File: src/rtl/mem_access_if.sv
`default_nettype none
// ============================================================================
//  Module      : mem_access_if
//  Description : Signal bundle for the memory-access stage. It carries the
//                upstream instruction inputs, the data-bus req/ack channel
//                and the writeback outputs.
//                  slave  : seen from mem_access (drives stage outputs)
//                  master : seen from the upstream pipeline, data bus and
//                           writeback consumers (drives stage inputs)
//  Revision    : 1.0 - initial release
// ============================================================================
interface mem_access_if;
    // Upstream instruction inputs
    logic        valid_i;
    logic [5:0]  opcode_i;
    logic        signed_i;
    logic [31:0] addr_i;
    logic [31:0] store_data_i;
    logic [4:0]  wb_reg_i;
    logic        ready_o;
    // Data bus
    logic        dbus_req_o;
    logic        dbus_we_o;
    logic [31:0] dbus_addr_o;
    logic [3:0]  dbus_be_o;
    logic [31:0] dbus_wdata_o;
    logic        dbus_ack_i;
    logic [31:0] dbus_rdata_i;
    // Writeback
    logic        valid_o;
    logic        wb_en_o;
    logic [4:0]  wb_reg_o;
    logic [31:0] result_o;
    logic        align_err_o;
    logic        bus_err_o;

    modport slave (
        input  valid_i, opcode_i, signed_i, addr_i, store_data_i, wb_reg_i,
        input  dbus_ack_i, dbus_rdata_i,
        output ready_o, dbus_req_o, dbus_we_o, dbus_addr_o, dbus_be_o,
        output dbus_wdata_o, valid_o, wb_en_o, wb_reg_o, result_o,
        output align_err_o, bus_err_o
    );

    modport master (
        output valid_i, opcode_i, signed_i, addr_i, store_data_i, wb_reg_i,
        output dbus_ack_i, dbus_rdata_i,
        input  ready_o, dbus_req_o, dbus_we_o, dbus_addr_o, dbus_be_o,
        input  dbus_wdata_o, valid_o, wb_en_o, wb_reg_o, result_o,
        input  align_err_o, bus_err_o
    );
endinterface
`default_nettype wire

File: src/rtl/mem_access.sv
`default_nettype none
// ============================================================================
//  Module      : mem_access
//  Description : Memory-access pipeline stage sitting after the ALU.
//                LD/ST run one req/ack transaction on the data bus. All other
//                operations pass the ALU result through to writeback after
//                one cycle. Upstream is stalled (ready_o=0) while a bus
//                access is outstanding.
//                Opcode categories (opcode_i[5:2]): 4'h8 = LD, 4'h9 = ST.
//                Access size (opcode_i[1:0]): 00 byte, 01 half, 1x word.
//  Ports       : clk, rst_n (async, active low)
//                ma : mem_access_if.slave - instruction in, data bus,
//                     writeback out
//  Parameters  : TIMEOUT_CYCLES - request cycles without ack before the
//                access is aborted with bus_err_o (1..65535)
//  Revision    : 1.0 - initial release
// ============================================================================
module mem_access #(
    parameter int TIMEOUT_CYCLES = 255
) (
    input  wire logic     clk,
    input  wire logic     rst_n,
    mem_access_if.slave   ma
);

    localparam logic [3:0]  c_OPCAT_LD  = 4'h8;
    localparam logic [3:0]  c_OPCAT_ST  = 4'h9;
    // A timeout fires in the request cycle where the count of earlier
    // ack-less cycles equals TIMEOUT_CYCLES-1, so dbus_req_o is high for
    // exactly TIMEOUT_CYCLES cycles.
    localparam logic [15:0] c_CNT_LAST  = 16'(TIMEOUT_CYCLES - 1);

    typedef enum logic [0:0] {
        S_IDLE = 1'b0,
        S_BUS  = 1'b1
    } state_t;

    state_t      r_state;
    state_t      w_state_nxt;

    logic [15:0] r_cnt;
    logic        r_req;
    logic        r_we;
    logic [31:0] r_addr;
    logic [3:0]  r_be;
    logic [31:0] r_wdata;
    logic [1:0]  r_lane;
    logic [1:0]  r_size;
    logic        r_signed;
    logic        r_is_ld;
    logic [4:0]  r_pend_reg;

    logic        r_valid;
    logic        r_wb_en;
    logic [4:0]  r_wb_reg;
    logic [31:0] r_result;
    logic        r_align_err;
    logic        r_bus_err;

    // ------------------------------------------------------------------
    // Instruction decode
    // ------------------------------------------------------------------
    logic [3:0]  w_opcat;
    logic [1:0]  w_size;
    logic        w_is_ld;
    logic        w_is_st;
    logic        w_misalign;
    logic [3:0]  w_be;
    logic [31:0] w_wdata;

    assign w_opcat    = ma.opcode_i[5:2];
    assign w_size     = ma.opcode_i[1:0];
    assign w_is_ld    = (w_opcat == c_OPCAT_LD);
    assign w_is_st    = (w_opcat == c_OPCAT_ST);
    assign w_misalign = ((w_size == 2'b01) && ma.addr_i[0]) ||
                        (w_size[1] && (ma.addr_i[1:0] != 2'b00));

    always_comb begin
        w_be    = 4'b1111;
        w_wdata = ma.store_data_i;
        case (w_size)
            2'b00: begin
                w_be    = 4'b0001 << ma.addr_i[1:0];
                w_wdata = {4{ma.store_data_i[7:0]}};
            end
            2'b01: begin
                w_be    = 4'b0011 << ma.addr_i[1:0];
                w_wdata = {2{ma.store_data_i[15:0]}};
            end
            default: begin
                w_be    = 4'b1111;
                w_wdata = ma.store_data_i;
            end
        endcase
    end

    // ------------------------------------------------------------------
    // Load-data lane selection and extension (uses the latched access)
    // ------------------------------------------------------------------
    logic [7:0]  w_rd_byte;
    logic [15:0] w_rd_half;
    logic [31:0] w_load;

    assign w_rd_byte = ma.dbus_rdata_i[{r_lane, 3'b000} +: 8];
    assign w_rd_half = ma.dbus_rdata_i[{r_lane[1], 4'b0000} +: 16];

    always_comb begin
        w_load = ma.dbus_rdata_i;
        case (r_size)
            2'b00:   w_load = {{24{r_signed & w_rd_byte[7]}}, w_rd_byte};
            2'b01:   w_load = {{16{r_signed & w_rd_half[15]}}, w_rd_half};
            default: w_load = ma.dbus_rdata_i;
        endcase
    end

    // ------------------------------------------------------------------
    // FSM next-state and event decode
    // ------------------------------------------------------------------
    logic w_acc_pass;
    logic w_acc_align;
    logic w_acc_bus;
    logic w_ack_done;
    logic w_timeout;

    always_comb begin
        w_state_nxt = r_state;
        w_acc_pass  = 1'b0;
        w_acc_align = 1'b0;
        w_acc_bus   = 1'b0;
        w_ack_done  = 1'b0;
        w_timeout   = 1'b0;
        case (r_state)
            S_IDLE: begin
                if (ma.valid_i) begin
                    if (!(w_is_ld || w_is_st)) begin
                        w_acc_pass = 1'b1;
                    end else if (w_misalign) begin
                        w_acc_align = 1'b1;
                    end else begin
                        w_acc_bus   = 1'b1;
                        w_state_nxt = S_BUS;
                    end
                end
            end
            S_BUS: begin
                // Ack takes priority over a timeout in the same cycle.
                if (ma.dbus_ack_i) begin
                    w_ack_done  = 1'b1;
                    w_state_nxt = S_IDLE;
                end else if (r_cnt == c_CNT_LAST) begin
                    w_timeout   = 1'b1;
                    w_state_nxt = S_IDLE;
                end
            end
            default: w_state_nxt = S_IDLE;
        endcase
    end

    // ------------------------------------------------------------------
    // State and output registers
    // ------------------------------------------------------------------
    always_ff @(posedge clk or negedge rst_n) begin
        if (!rst_n) begin
            r_state     <= S_IDLE;
            r_cnt       <= 16'd0;
            r_req       <= 1'b0;
            r_we        <= 1'b0;
            r_addr      <= 32'd0;
            r_be        <= 4'd0;
            r_wdata     <= 32'd0;
            r_lane      <= 2'd0;
            r_size      <= 2'd0;
            r_signed    <= 1'b0;
            r_is_ld     <= 1'b0;
            r_pend_reg  <= 5'd0;
            r_valid     <= 1'b0;
            r_wb_en     <= 1'b0;
            r_wb_reg    <= 5'd0;
            r_result    <= 32'd0;
            r_align_err <= 1'b0;
            r_bus_err   <= 1'b0;
        end else begin
            r_state     <= w_state_nxt;
            r_valid     <= 1'b0;
            r_wb_en     <= 1'b0;
            r_align_err <= 1'b0;
            r_bus_err   <= 1'b0;

            if (w_acc_pass) begin
                r_valid  <= 1'b1;
                r_wb_en  <= 1'b1;
                r_wb_reg <= ma.wb_reg_i;
                r_result <= ma.addr_i;
            end

            if (w_acc_align) begin
                r_valid     <= 1'b1;
                r_align_err <= 1'b1;
                r_wb_reg    <= ma.wb_reg_i;
                r_result    <= 32'd0;
            end

            if (w_acc_bus) begin
                r_req      <= 1'b1;
                r_we       <= w_is_st;
                r_addr     <= {ma.addr_i[31:2], 2'b00};
                r_be       <= w_be;
                r_wdata    <= w_wdata;
                r_lane     <= ma.addr_i[1:0];
                r_size     <= w_size;
                r_signed   <= ma.signed_i;
                r_is_ld    <= w_is_ld;
                r_pend_reg <= ma.wb_reg_i;
                r_cnt      <= 16'd0;
            end

            if (w_ack_done) begin
                r_req    <= 1'b0;
                r_valid  <= 1'b1;
                r_wb_en  <= r_is_ld;
                r_wb_reg <= r_pend_reg;
                r_result <= r_is_ld ? w_load : 32'd0;
            end else if (w_timeout) begin
                r_req     <= 1'b0;
                r_valid   <= 1'b1;
                r_bus_err <= 1'b1;
                r_wb_reg  <= r_pend_reg;
                r_result  <= 32'd0;
            end else if (r_state == S_BUS) begin
                r_cnt <= r_cnt + 16'd1;
            end
        end
    end

    assign ma.ready_o      = (r_state == S_IDLE);
    assign ma.dbus_req_o   = r_req;
    assign ma.dbus_we_o    = r_we;
    assign ma.dbus_addr_o  = r_addr;
    assign ma.dbus_be_o    = r_be;
    assign ma.dbus_wdata_o = r_wdata;
    assign ma.valid_o      = r_valid;
    assign ma.wb_en_o      = r_wb_en;
    assign ma.wb_reg_o     = r_wb_reg;
    assign ma.result_o     = r_result;
    assign ma.align_err_o  = r_align_err;
    assign ma.bus_err_o    = r_bus_err;

endmodule
`default_nettype wire

File: src/flat_wrapper.sv
// flat-port wrapper written by rule: the top's interface ports become plain ports
module mem_access_flat 
#(
    parameter int TIMEOUT_CYCLES = 255
)
  (clk, rst_n, ma_valid_i, ma_opcode_i, ma_signed_i, ma_addr_i, ma_store_data_i, ma_wb_reg_i, ma_dbus_ack_i, ma_dbus_rdata_i, ma_ready_o, ma_dbus_req_o, ma_dbus_we_o, ma_dbus_addr_o, ma_dbus_be_o, ma_dbus_wdata_o, ma_valid_o, ma_wb_en_o, ma_wb_reg_o, ma_result_o, ma_align_err_o, ma_bus_err_o);
  mem_access_if ma_i ();
  input  wire logic clk;
  input  wire logic rst_n;
  input wire logic [$bits(ma_i.valid_i)-1:0] ma_valid_i;
  input wire logic [$bits(ma_i.opcode_i)-1:0] ma_opcode_i;
  input wire logic [$bits(ma_i.signed_i)-1:0] ma_signed_i;
  input wire logic [$bits(ma_i.addr_i)-1:0] ma_addr_i;
  input wire logic [$bits(ma_i.store_data_i)-1:0] ma_store_data_i;
  input wire logic [$bits(ma_i.wb_reg_i)-1:0] ma_wb_reg_i;
  input wire logic [$bits(ma_i.dbus_ack_i)-1:0] ma_dbus_ack_i;
  input wire logic [$bits(ma_i.dbus_rdata_i)-1:0] ma_dbus_rdata_i;
  output wire logic [$bits(ma_i.ready_o)-1:0] ma_ready_o;
  output wire logic [$bits(ma_i.dbus_req_o)-1:0] ma_dbus_req_o;
  output wire logic [$bits(ma_i.dbus_we_o)-1:0] ma_dbus_we_o;
  output wire logic [$bits(ma_i.dbus_addr_o)-1:0] ma_dbus_addr_o;
  output wire logic [$bits(ma_i.dbus_be_o)-1:0] ma_dbus_be_o;
  output wire logic [$bits(ma_i.dbus_wdata_o)-1:0] ma_dbus_wdata_o;
  output wire logic [$bits(ma_i.valid_o)-1:0] ma_valid_o;
  output wire logic [$bits(ma_i.wb_en_o)-1:0] ma_wb_en_o;
  output wire logic [$bits(ma_i.wb_reg_o)-1:0] ma_wb_reg_o;
  output wire logic [$bits(ma_i.result_o)-1:0] ma_result_o;
  output wire logic [$bits(ma_i.align_err_o)-1:0] ma_align_err_o;
  output wire logic [$bits(ma_i.bus_err_o)-1:0] ma_bus_err_o;
  assign ma_i.valid_i = ma_valid_i;
  assign ma_i.opcode_i = ma_opcode_i;
  assign ma_i.signed_i = ma_signed_i;
  assign ma_i.addr_i = ma_addr_i;
  assign ma_i.store_data_i = ma_store_data_i;
  assign ma_i.wb_reg_i = ma_wb_reg_i;
  assign ma_i.dbus_ack_i = ma_dbus_ack_i;
  assign ma_i.dbus_rdata_i = ma_dbus_rdata_i;
  assign ma_ready_o = ma_i.ready_o;
  assign ma_dbus_req_o = ma_i.dbus_req_o;
  assign ma_dbus_we_o = ma_i.dbus_we_o;
  assign ma_dbus_addr_o = ma_i.dbus_addr_o;
  assign ma_dbus_be_o = ma_i.dbus_be_o;
  assign ma_dbus_wdata_o = ma_i.dbus_wdata_o;
  assign ma_valid_o = ma_i.valid_o;
  assign ma_wb_en_o = ma_i.wb_en_o;
  assign ma_wb_reg_o = ma_i.wb_reg_o;
  assign ma_result_o = ma_i.result_o;
  assign ma_align_err_o = ma_i.align_err_o;
  assign ma_bus_err_o = ma_i.bus_err_o;
  mem_access #(.TIMEOUT_CYCLES(TIMEOUT_CYCLES)) u_core (.clk(clk), .rst_n(rst_n), .ma(ma_i));
endmodule
File: config.mk
export PLATFORM = sky130hd
export DESIGN_NAME = mem_access_flat
export DESIGN_NICKNAME = d
export VERILOG_FILES = /design/src/rtl/mem_access_if.sv /design/src/rtl/mem_access.sv /design/src/flat_wrapper.sv
export SDC_FILE = /design/constraint.sdc
export NUM_CORES = 1
export LEC_CHECK = 0
export ABC_AREA = 1
export CAP_MARGIN = 20
export CORE_UTILIZATION = 48
export DETAILED_ROUTE_END_ITERATION = 10
export GPL_ROUTABILITY_DRIVEN = 0
export PLACE_DENSITY = 0.81
export SYNTH_ARGS = -nofsm -noshare
export SYNTH_HDL_FRONTEND = slang
export SYNTH_SLANG_ARGS = --single-unit
File: constraint.sdc
create_clock -name clk -period 1.92 [get_ports clk]
set_input_delay 0.384 -clock clk [delete_from_list [all_inputs] [get_ports clk]]
set_output_delay 0.384 -clock clk [all_outputs]
set_load 0.005 [all_outputs]
==> results of run 1 <==
-- worst max-delay path: stages (launching register included) --
cell and delay, ns:
dfrtp_1 0.39, inv_2 0.16, clkdlybuf4s50_1 0.53
-- area by class of cell --
cell class                 count  area (um^2)
fill                        1230         4460
sequential                   137         3430
multi-input combinational    708         3410
timing repair buffer         275         2790
clock buffer                  20          457
inverter                     105          407
tap                          211          264
clock inverter                12          100
-- layer usage --
layer	share of wire [%]	track usage (%)
met4	3.2	12.1
met5	0	0
met3	8.2	6.89
met2	48	46.4
met1	40	34.2
-- where the power goes --
group / leakage [uW] / switching [uW] / total [uW] / internal (uW)
sequential: 0.00169 / 388 / 3850 / 3470
combinational: 0.00325 / 1420 / 3050 / 1640
clock: 0.000272 / 1240 / 3080 / 1840
-- worst max-delay path by stage --
stage,cells past startpoint,end,from,slack (ns)
final,2,ma_ready_o,u_core.r_state,0.04
after global routing,2,ma_ready_o,u_core.r_state,0.003
after CTS,2,ma_ready_o,u_core.r_state,0.03
after detailed placement,7,u_core.ma.dbus_wdata_o[25],ma_opcode_i[1],-0.20
after global placement,7,u_core.ma.dbus_wdata_o[30],ma_opcode_i[1],-0.13
after floorplan,11,u_core.ma.result_o[21],u_core.r_cnt[0],0.33
-- cells by family (layout without fill, tap and decap cells) --
| kind of cell | after synthesis | in the layout |
|---|---|---|
| adders and majority gates | 2 | 2 |
| other | 1 | 2 |
| AOI/OAI and AO/OA | 150 | 150 |
| buffers and inverters | 156 | 412 |
| DFF | 137 | 137 |
| and+or+nand+nor | 554 | 554 |
-- cell usage after synthesis, types with 2 or more instances --
master and n:
nand2_1 329, dfrtp_1 137, nor2_1 95, inv_1 92, a21oi_1 45, o21ai_1 43
nand3_1 42, o21ai_0 41, nand4_1 35, buf_6 19, nor2_2 14, clkbuf_1 12
a21oi_2 10, buf_2 9, buf_4 9, inv_2 8, nand2_4 7, nand3b_1 7
nand3_2 6, nand2_2 5, a31oi_1 4, o21ai_2 4, inv_4 3, nand3_4 3
nor2_8 3, ha_1 2, nand2_8 2, nor2_4 2, nor3_1 2
-- cells in the final DEF, fill, tap and decap left out, types with 7 or more instances in the layout --
cell type / count
nand2_1: 329
clkdlybuf4s50_1: 220
dfrtp_1: 137
nor2_1: 94
inv_1: 92
a21oi_1: 45
o21ai_1: 43
nand3_1: 42
o21ai_0: 41
buf_4: 39
nand4_1: 35
clkbuf_16: 17
nor2_2: 14
buf_12: 13
a21oi_2: 10
inv_2: 8
nand2_4: 7
nand3b_1: 7
-- per-stage QoR --
step / setup TNS [ns] / hold WS, ns
global placement: -4.27 / 0.371
finish: 0 / 0.474
floorplan: 0 / 0.0884
global route: 0 / 0.501
CTS: 0 / 0.481
detailed placement: -7.01 / 0.372
-- what timing repair did --
item | in CTS | in global routing
gates resized for setup | 0 | 3
endpoints found under the setup margin | 0 | 38
endpoints found under the hold margin | 44 | 0
hold buffers | 1 | 0
buffers inserted | 0 | 2
==> metrics.md, run 1 <==
| Metric | Value |
|---|---|
| Status | finished clean |
| CP required | 1.54 ns |
| Longest Clk Path Bufs | 2 |
| Core Box Area | 0.0153 mm^2 |
| Dpl ws | -0.204 ns |
| DRT iter0 DRCs | 611 |
| # IOs | 224 |
| Synth Area in Compound Gates | 10.8% |
| Largest net degree at the start of global routing | 50 |
| Placed Cells | 1,433 |
| Vias/cell | 5.16 |
| First-pass DRT Iterations | 6 |
| Root Buffer | clkbuf_16 |
| Worst hold start | u_core.ma.dbus_wdata_o[6] |
| Starting density of the core | 49.7% |
| Die Wd | 128 um |
| Layout cell share with drive strength beyond 1 | 12.4% |
| Pleak | 0.00522 uW |
| Synthesis-stage register bit count | 137 |
| Vias in the first global route | 7,276 |
| Achievable frequency | 532 MHz |
| GRT Total Usage | 27.8% |
| Antenna Cells | 0 |
| WL/cell | 15.0 um |
| CTS Buf Count | 17 |
| First-pass GRT wire length | 35,300 um |
| Main synth FF type | dfrtp_1 |
| Worst Setup Start Kind | flip-flop |
| Synth area leaders | dfrtp_1 (45%), nand2_1 (16%), nor2_1 (4.7%), inv_1 (4.5%), a21oi_1 (3.0%) |
| Dpl hpwl | 16,400 um |
| PortBufs | 221 |
| Final min period | 1.88 ns |
| Nets | 1,358 |
| Relative slew slack | 59.5% |
| Layout Utilization | 70.9% |
| Initial antenna violation count | 0 |
| Worst-Skew Late Latency | 0.42 ns |
| Mapped Cells | 1,000 |
| Peak VDD IR | 717 uV |
| Syn Area/Cell | 7.61 um^2 |
| Post-DRT Antenna Nets | 0 |
| Critical path arrival | 1.49 ns |
| Library cells used by synthesis | 39 |
| Post-synth EDFFs | 0 |
| Tcrit/Tclk final | 97.9% |
| Actual slew at the worst max-slew pin | 0.606 ns |
| Final WL | 22,000 um |
| Post-placement cell area | 0.0103 mm^2 |
| Fin Clk Skew | 0.00424 ns |
| Main combinational cell family by area after synthesis | simple AND/OR/NAND/NOR gates |
| Crit. End Element | output pin |
| Hold Path End | u_core.ma.dbus_wdata_o[6] |
| Final Setup Violations | 0 |
| Final std cells w/o fill | 1,468 |
| Crit path max fanout | 6 |
| Hold Path Class | reg2reg |
| Die Span Y | 128 um |
| RSZ-0062 raised after global routing | no |
| Total congestion overflow | 0 |
| Final instance area | 0.0109 mm^2 |
| FF-to-FF End | u_core.ma.result_o[1] |
| Sequential area share after synthesis | 45.0% |
| Routed vias | 7,570 |
| Worst r2r src | u_core.r_cnt[0] |
| Final Total Pwr | 9990 uW |
| CP Class | reg2out |
| Synth Area in Simple Gates | 33.4% |
| Power Dens Cells | 920 mW/mm^2 |
| Post-synthesis mux area share | 0% |
| Worst R2R Path Depth | 12 |
| Worst Slack Setup Final | 0.0411 ns |
| H-tree depth | 4 |
| Site row count | 45 |
| CTS tree | yes |
| Max_cap viols | 0 |
| Top-area cell type share of the netlist area | 45.0% |
| Die Area | 0.0164 mm^2 |
| R2r setup slk | 0.13 ns |
| Reg clk slew, reported paths | 0.06 ns |
| Total clock sinks | 137 |
| Ys Warns | 0 |
| WHS Path Cells | 2 |
| Hold Fails Final Rpt | 0 |
| Slew Viols, Final | 0 |
| XOR/XNOR Fraction of Synth Area | 0% |
| Area delta synth->final | 42.6% |
| Post-Synth Adder-Cell Area | 0.329% |
| DRC | 0 |
| Asr flop ratio synth | 100% |
| Post-Syn Area | 0.00761 mm^2 |
| Synth area leader | dfrtp_1 |
Note: power is estimated with default switching activity, not from simulation.
==> inputs of run 2 (changes only) <==
--- a/config.mk
+++ b/config.mk
@@ -10,7 +10,7 @@
 export CORE_UTILIZATION = 48
 export DETAILED_ROUTE_END_ITERATION = 10
 export GPL_ROUTABILITY_DRIVEN = 0
-export PLACE_DENSITY = 0.81
+export PLACE_DENSITY_LB_ADDON = 0.2
 export SYNTH_ARGS = -nofsm -noshare
 export SYNTH_HDL_FRONTEND = slang
 export SYNTH_SLANG_ARGS = --single-unit
==> metrics.md, run 2 (same netlist as run 1, synthesis figures left out) <==
| Metric | Value |
|---|---|
| Hold_ws | 0.421 ns |
| GRT Total Usage | 26.8% |
| Largest net degree at the start of global routing | 62 |
| Starting density of the core | 49.7% |
| Postcts setup bufs | 0 |
| Achievable frequency | 542 MHz |
| Pleak | 0.00520 uW |
| Placed Cells | 1,427 |
| CP Class | reg2out |
| Critical path arrival | 1.46 ns |
| CTS Buf Count | 17 |
| Root Buffer | clkbuf_16 |
| Routed vias | 7,339 |
| Most frequent cells in the layout | nand2_1 (329), clkdlybuf4s50_1 (220), dfrtp_1 (137) |
| Nets | 1,351 |
| Worst-Skew Late Latency | 0.43 ns |
| H-tree depth | 4 |
| Antenna Cells | 0 |
| Combinational fraction of design power | 29.5% |
| CP required | 1.54 ns |
| WL/cell | 14.5 um |
| Power Dens Cells | 941 mW/mm^2 |
| Relative slew slack | 57.1% |
| Hold Fails Final Rpt | 0 |
| Final std cells w/o fill | 1,461 |
| Die Span Y | 128 um |
| Post-DRT Antenna Nets | 0 |
| Dpl hpwl | 15,400 um |
| Hold Path Class | in2async |
| First-pass DRT Iterations | 7 |
| R2r setup slk | 0.15 ns |
| Die Area | 0.0164 mm^2 |
| Most common cell after layout, fill and taps aside | nand2_1 |
| Worst Setup Start Kind | flip-flop |
| Crit. End Element | output pin |
| Actual slew at the worst max-slew pin | 0.642 ns |
| Cell-internal power | 7130 uW |
| Total congestion overflow | 0 |
| Sequential power share | 37.7% |
| # IOs | 224 |
| Worst R2R Path Depth | 11 |
| Max_cap viols | 0 |
| DRC | 0 |
| First-pass GRT wire length | 34,100 um |
| Vias in the first global route | 6,916 |
| Status | finished clean |
| CTS tree | yes |
| Site row count | 45 |
| Initial antenna violation count | 1 |
| FF-to-FF End | u_core.ma.wb_reg_o[2] |
| Reg clk slew, reported paths | 0.06 ns |
| CP Launch Point | u_core.r_state |
| Post-placement cell area | 0.0102 mm^2 |
| Crit path max fanout | 6 |
| Peak VDD IR | 630 uV |
| Final WL | 21,100 um |
| Clock network power share | 32.8% |
| Net Sw Power | 3080 uW |
| Setup tns final | 0 ns |
| Area delta synth->final | 42.6% |
| Tcrit/Tclk final | 96.0% |
| Total clock sinks | 137 |
| Layout cell share with drive strength beyond 1 | 11.9% |
| Final instance area | 0.0109 mm^2 |
| PortBufs | 221 |
| Vias/cell | 5.02 |
| Core Box Area | 0.0153 mm^2 |
| Die Wd | 128 um |
| RSZ-0062 raised after global routing | no |
| Final min period | 1.84 ns |
| DRT iter0 DRCs | 515 |
| CP endpoint | ma_ready_o |
| Fin Clk Skew | 0.0104 ns |
| Worst r2r src | u_core.r_cnt[0] |
| Net Sw Frac | 30.2% |
| Longest Clk Path Bufs | 2 |
| Slew Viols, Final | 0 |
| Final Setup Violations | 0 |
| Number of fill cells | 1,250 |
-- run 2: area by class of cell --
class	instances	area, um^2	area share [%]
clock inverter	15	176	1.63
tap	211	264	2.43
inverter	105	409	3.77
timing repair buffer	268	2750	25.3
sequential	137	3430	31.6
multi-input combinational	708	3400	31.3
clock buffer	17	425	3.92
-- run 2: what timing repair did --
item / in CTS / in global routing
endpoints found under the setup margin: 0 / 5
hold endpoints to repair: 33 / 0
resized for setup: 0 / 1
hold buffers: 1 / 0
-- run 2: per-layer routing --
metal  global-route usage, %  share of wire, %
met5                       0             0.057
met4                    12.1               2.7
met3                    7.35               8.2
met2                    41.4                46
met1                    35.2                43
-- run 2: how the worst min path moves through the flow --
stage | slack, ns | to
2_1_floorplan | 0.09 | u_core.ma.align_err_o
3_3_place_gp | 0.30 | u_core.ma.dbus_req_o
3_5_place_dp | 0.30 | u_core.r_pend_reg[1]
4_1_cts | 0.43 | u_core.r_pend_reg[1]
5_1_grt | 0.46 | u_core.r_pend_reg[3]
6_report | 0.42 | u_core.r_pend_reg[3]
-- run 2: through the flow --
step | total power [uW] | setup WS, ns | util [%]
final | 10200 | 0.0764 | 70.9
after global routing | 10800 | 0.000261 | 70.9
after CTS | 10300 | 0.0198 | 70.7
after detailed placement | 6890 | -0.273 | 66.7
after global placement | 6840 | -0.144 | 66.7
after floorplan | 5250 | 0.330 | -
-- run 2: power groups by stage --
stage                     Clock [uW]  Combinational, uW  Sequential, uW
after global routing            3530               3350            3920
after floorplan                    0               1390            3870
final                           3350               3020            3850
after global placement             0               2960            3880
after CTS                       3390               3030            3850
after detailed placement           0               3010            3880
-- run 2: critical path: stages, from the launching register on --
cell             delay (ns)
dfrtp_1                0.41
inv_4                  0.12
clkdlybuf4s50_1        0.51
==> inputs of run 3 (changes only) <==
--- a/config.mk
+++ b/config.mk
@@ -10,7 +10,7 @@
 export CORE_UTILIZATION = 48
 export DETAILED_ROUTE_END_ITERATION = 10
 export GPL_ROUTABILITY_DRIVEN = 0
-export PLACE_DENSITY_LB_ADDON = 0.2
+export PLACE_DENSITY_LB_ADDON = 0.08
 export SYNTH_ARGS = -nofsm -noshare
 export SYNTH_HDL_FRONTEND = slang
 export SYNTH_SLANG_ARGS = --single-unit
==> metrics.md, run 3 (same netlist as run 1, synthesis figures left out) <==
| Metric | Value |
|---|---|
| Status | finished clean |
| Total clock sinks | 137 |
| DRC | 0 |
| Area delta synth->final | 42.9% |
| CTS tree | yes |
| Achievable frequency | 540 MHz |
| PortBufs | 221 |
| Worst-Skew Late Latency | 0.42 ns |
| Worst R2R Path Depth | 11 |
| Antenna Cells | 0 |
| Most common cell after layout, fill and taps aside | nand2_1 |
| CP required | 1.54 ns |
| CP Class | reg2out |
| R2r setup slk | 0.15 ns |
| CP Cell Sequence | inv_4, clkdlybuf4s50_1 |
| Dpl ws | -0.0854 ns |
| Root Buffer | clkbuf_16 |
| Number of fill cells | 1,301 |
| Buf+Inv Stages, Crit Path | 2 |
| Final min period | 1.85 ns |
| Starting density of the core | 49.7% |
| Layout cell share with drive strength beyond 1 | 12.1% |
| Post-DRT Antenna Nets | 0 |
| Actual slew at the worst max-slew pin | 0.608 ns |
| Critical path arrival | 1.47 ns |
| H-tree depth | 4 |
| FF-to-FF End | u_core.ma.result_o[15] |
| Initial antenna violation count | 0 |
| Worst Slack Setup Final | 0.0694 ns |
| Total congestion overflow | 0 |
| Largest stage delay, worst path | 0.52 ns |
| CTS Buf Count | 17 |
| Routed vias | 7,391 |
| Hold Path Class | in2async |
| Post-placement cell area | 0.0102 mm^2 |
| Crit path max fanout | 6 |
| Vias/cell | 5.05 |
| Final instance area | 0.0109 mm^2 |
| Hold Fails Final Rpt | 0 |
| Power Dens Cells | 956 mW/mm^2 |
| Slew Viols, Final | 0 |
| Fin Clk Skew | 0.00656 ns |
| Core Box Area | 0.0153 mm^2 |
| Final WL | 21,600 um |
| DRT iter0 DRCs | 410 |
| Setup tns final | 0 ns |
| Hold_ws | 0.417 ns |
| Site row count | 45 |
| Final Setup Violations | 0 |
| WL/cell | 14.8 um |
| CP max-delay cell | clkdlybuf4s50_1 |
| GRT Total Usage | 27.5% |
| Vias in the first global route | 7,063 |
| First-pass DRT Iterations | 5 |
| Max_cap viols | 0 |
| Final Total Pwr | 10,400 uW |
| CP Launch Point | u_core.r_state |
| Reg clk slew, reported paths | 0.06 ns |
| Die Span Y | 128 um |
| Critical path depth | 2 |
| CP endpoint | ma_ready_o |
| Largest net degree at the start of global routing | 47 |
| Pleak | 0.00522 uW |
| Most frequent cells in the layout | nand2_1 (329), clkdlybuf4s50_1 (220), dfrtp_1 (137) |
| Tcrit/Tclk final | 96.4% |
| Relative slew slack | 59.5% |
| RSZ-0062 raised after global routing | no |
| Nets | 1,355 |
| # IOs | 224 |
| Crit. End Element | output pin |
| Longest Clk Path Bufs | 2 |
| Top Family by Delay on Critical Path | buffers and inverters |
| Die Wd | 128 um |
| Dpl hpwl | 16,000 um |
| Die Area | 0.0164 mm^2 |
| First-pass GRT wire length | 35,000 um |
| Peak VDD IR | 749 uV |
| Worst Setup Start Kind | flip-flop |
| Worst r2r src | u_core.r_cnt[0] |
[run 3: cell type report]
cell class | instances | area, um^2 | area share, %
Sequential cell | 137 | 3430 | 31.5
Multi-Input combinational cell | 708 | 3400 | 31.3
Timing Repair Buffer | 272 | 2740 | 25.2
Clock buffer | 20 | 467 | 4.29
Inverter | 105 | 409 | 3.76
Tap cell | 211 | 264 | 2.43
Clock inverter | 11 | 169 | 1.55
[run 3: worst min-delay path by stage]
stage          startpoint                     to  slack [ns]  cells past startpoint
6_report            rst_n   u_core.r_pend_reg[1]        0.42                      2
5_1_grt             rst_n   u_core.r_pend_reg[2]        0.47                      2
3_5_place_dp        rst_n  u_core.ma.wb_reg_o[3]        0.30                      1
4_1_cts             rst_n  u_core.ma.wb_reg_o[4]        0.43                      2
3_3_place_gp        rst_n   u_core.r_pend_reg[1]        0.30                      1
2_1_floorplan       rst_n  u_core.ma.align_err_o        0.09                      0
[run 3: per-layer routing]
layer  GRT usage [%]  routed length [um]
met1            36.3                9590
met2            44.1               10000
met3            6.34                1490
met4            10.6                 539
met5               0                   0
[run 3: repair_timing]
action | in CTS | in global routing
endpoints found under the hold margin | 30 | 0
resized for setup | 0 | 1
hold buffers | 1 | 0
endpoints found under the setup margin | 0 | 1
buffers inserted | 0 | 0
[run 3: power breakdown]
group          leakage, uW  internal [uW]  switching [uW]
logic              0.00323           1630            1410
clock network     0.000301           2270            1250
registers          0.00169           3470             384
total              0.00522           7360            3040
[run 3: through the flow]
stage                     utilization, %  cells
final                               71.0   1464
after global routing                71.0   1464
after CTS                           71.0   1464
after detailed placement            66.8   1432
after global placement              66.8   1432
after floorplan                        -   1001
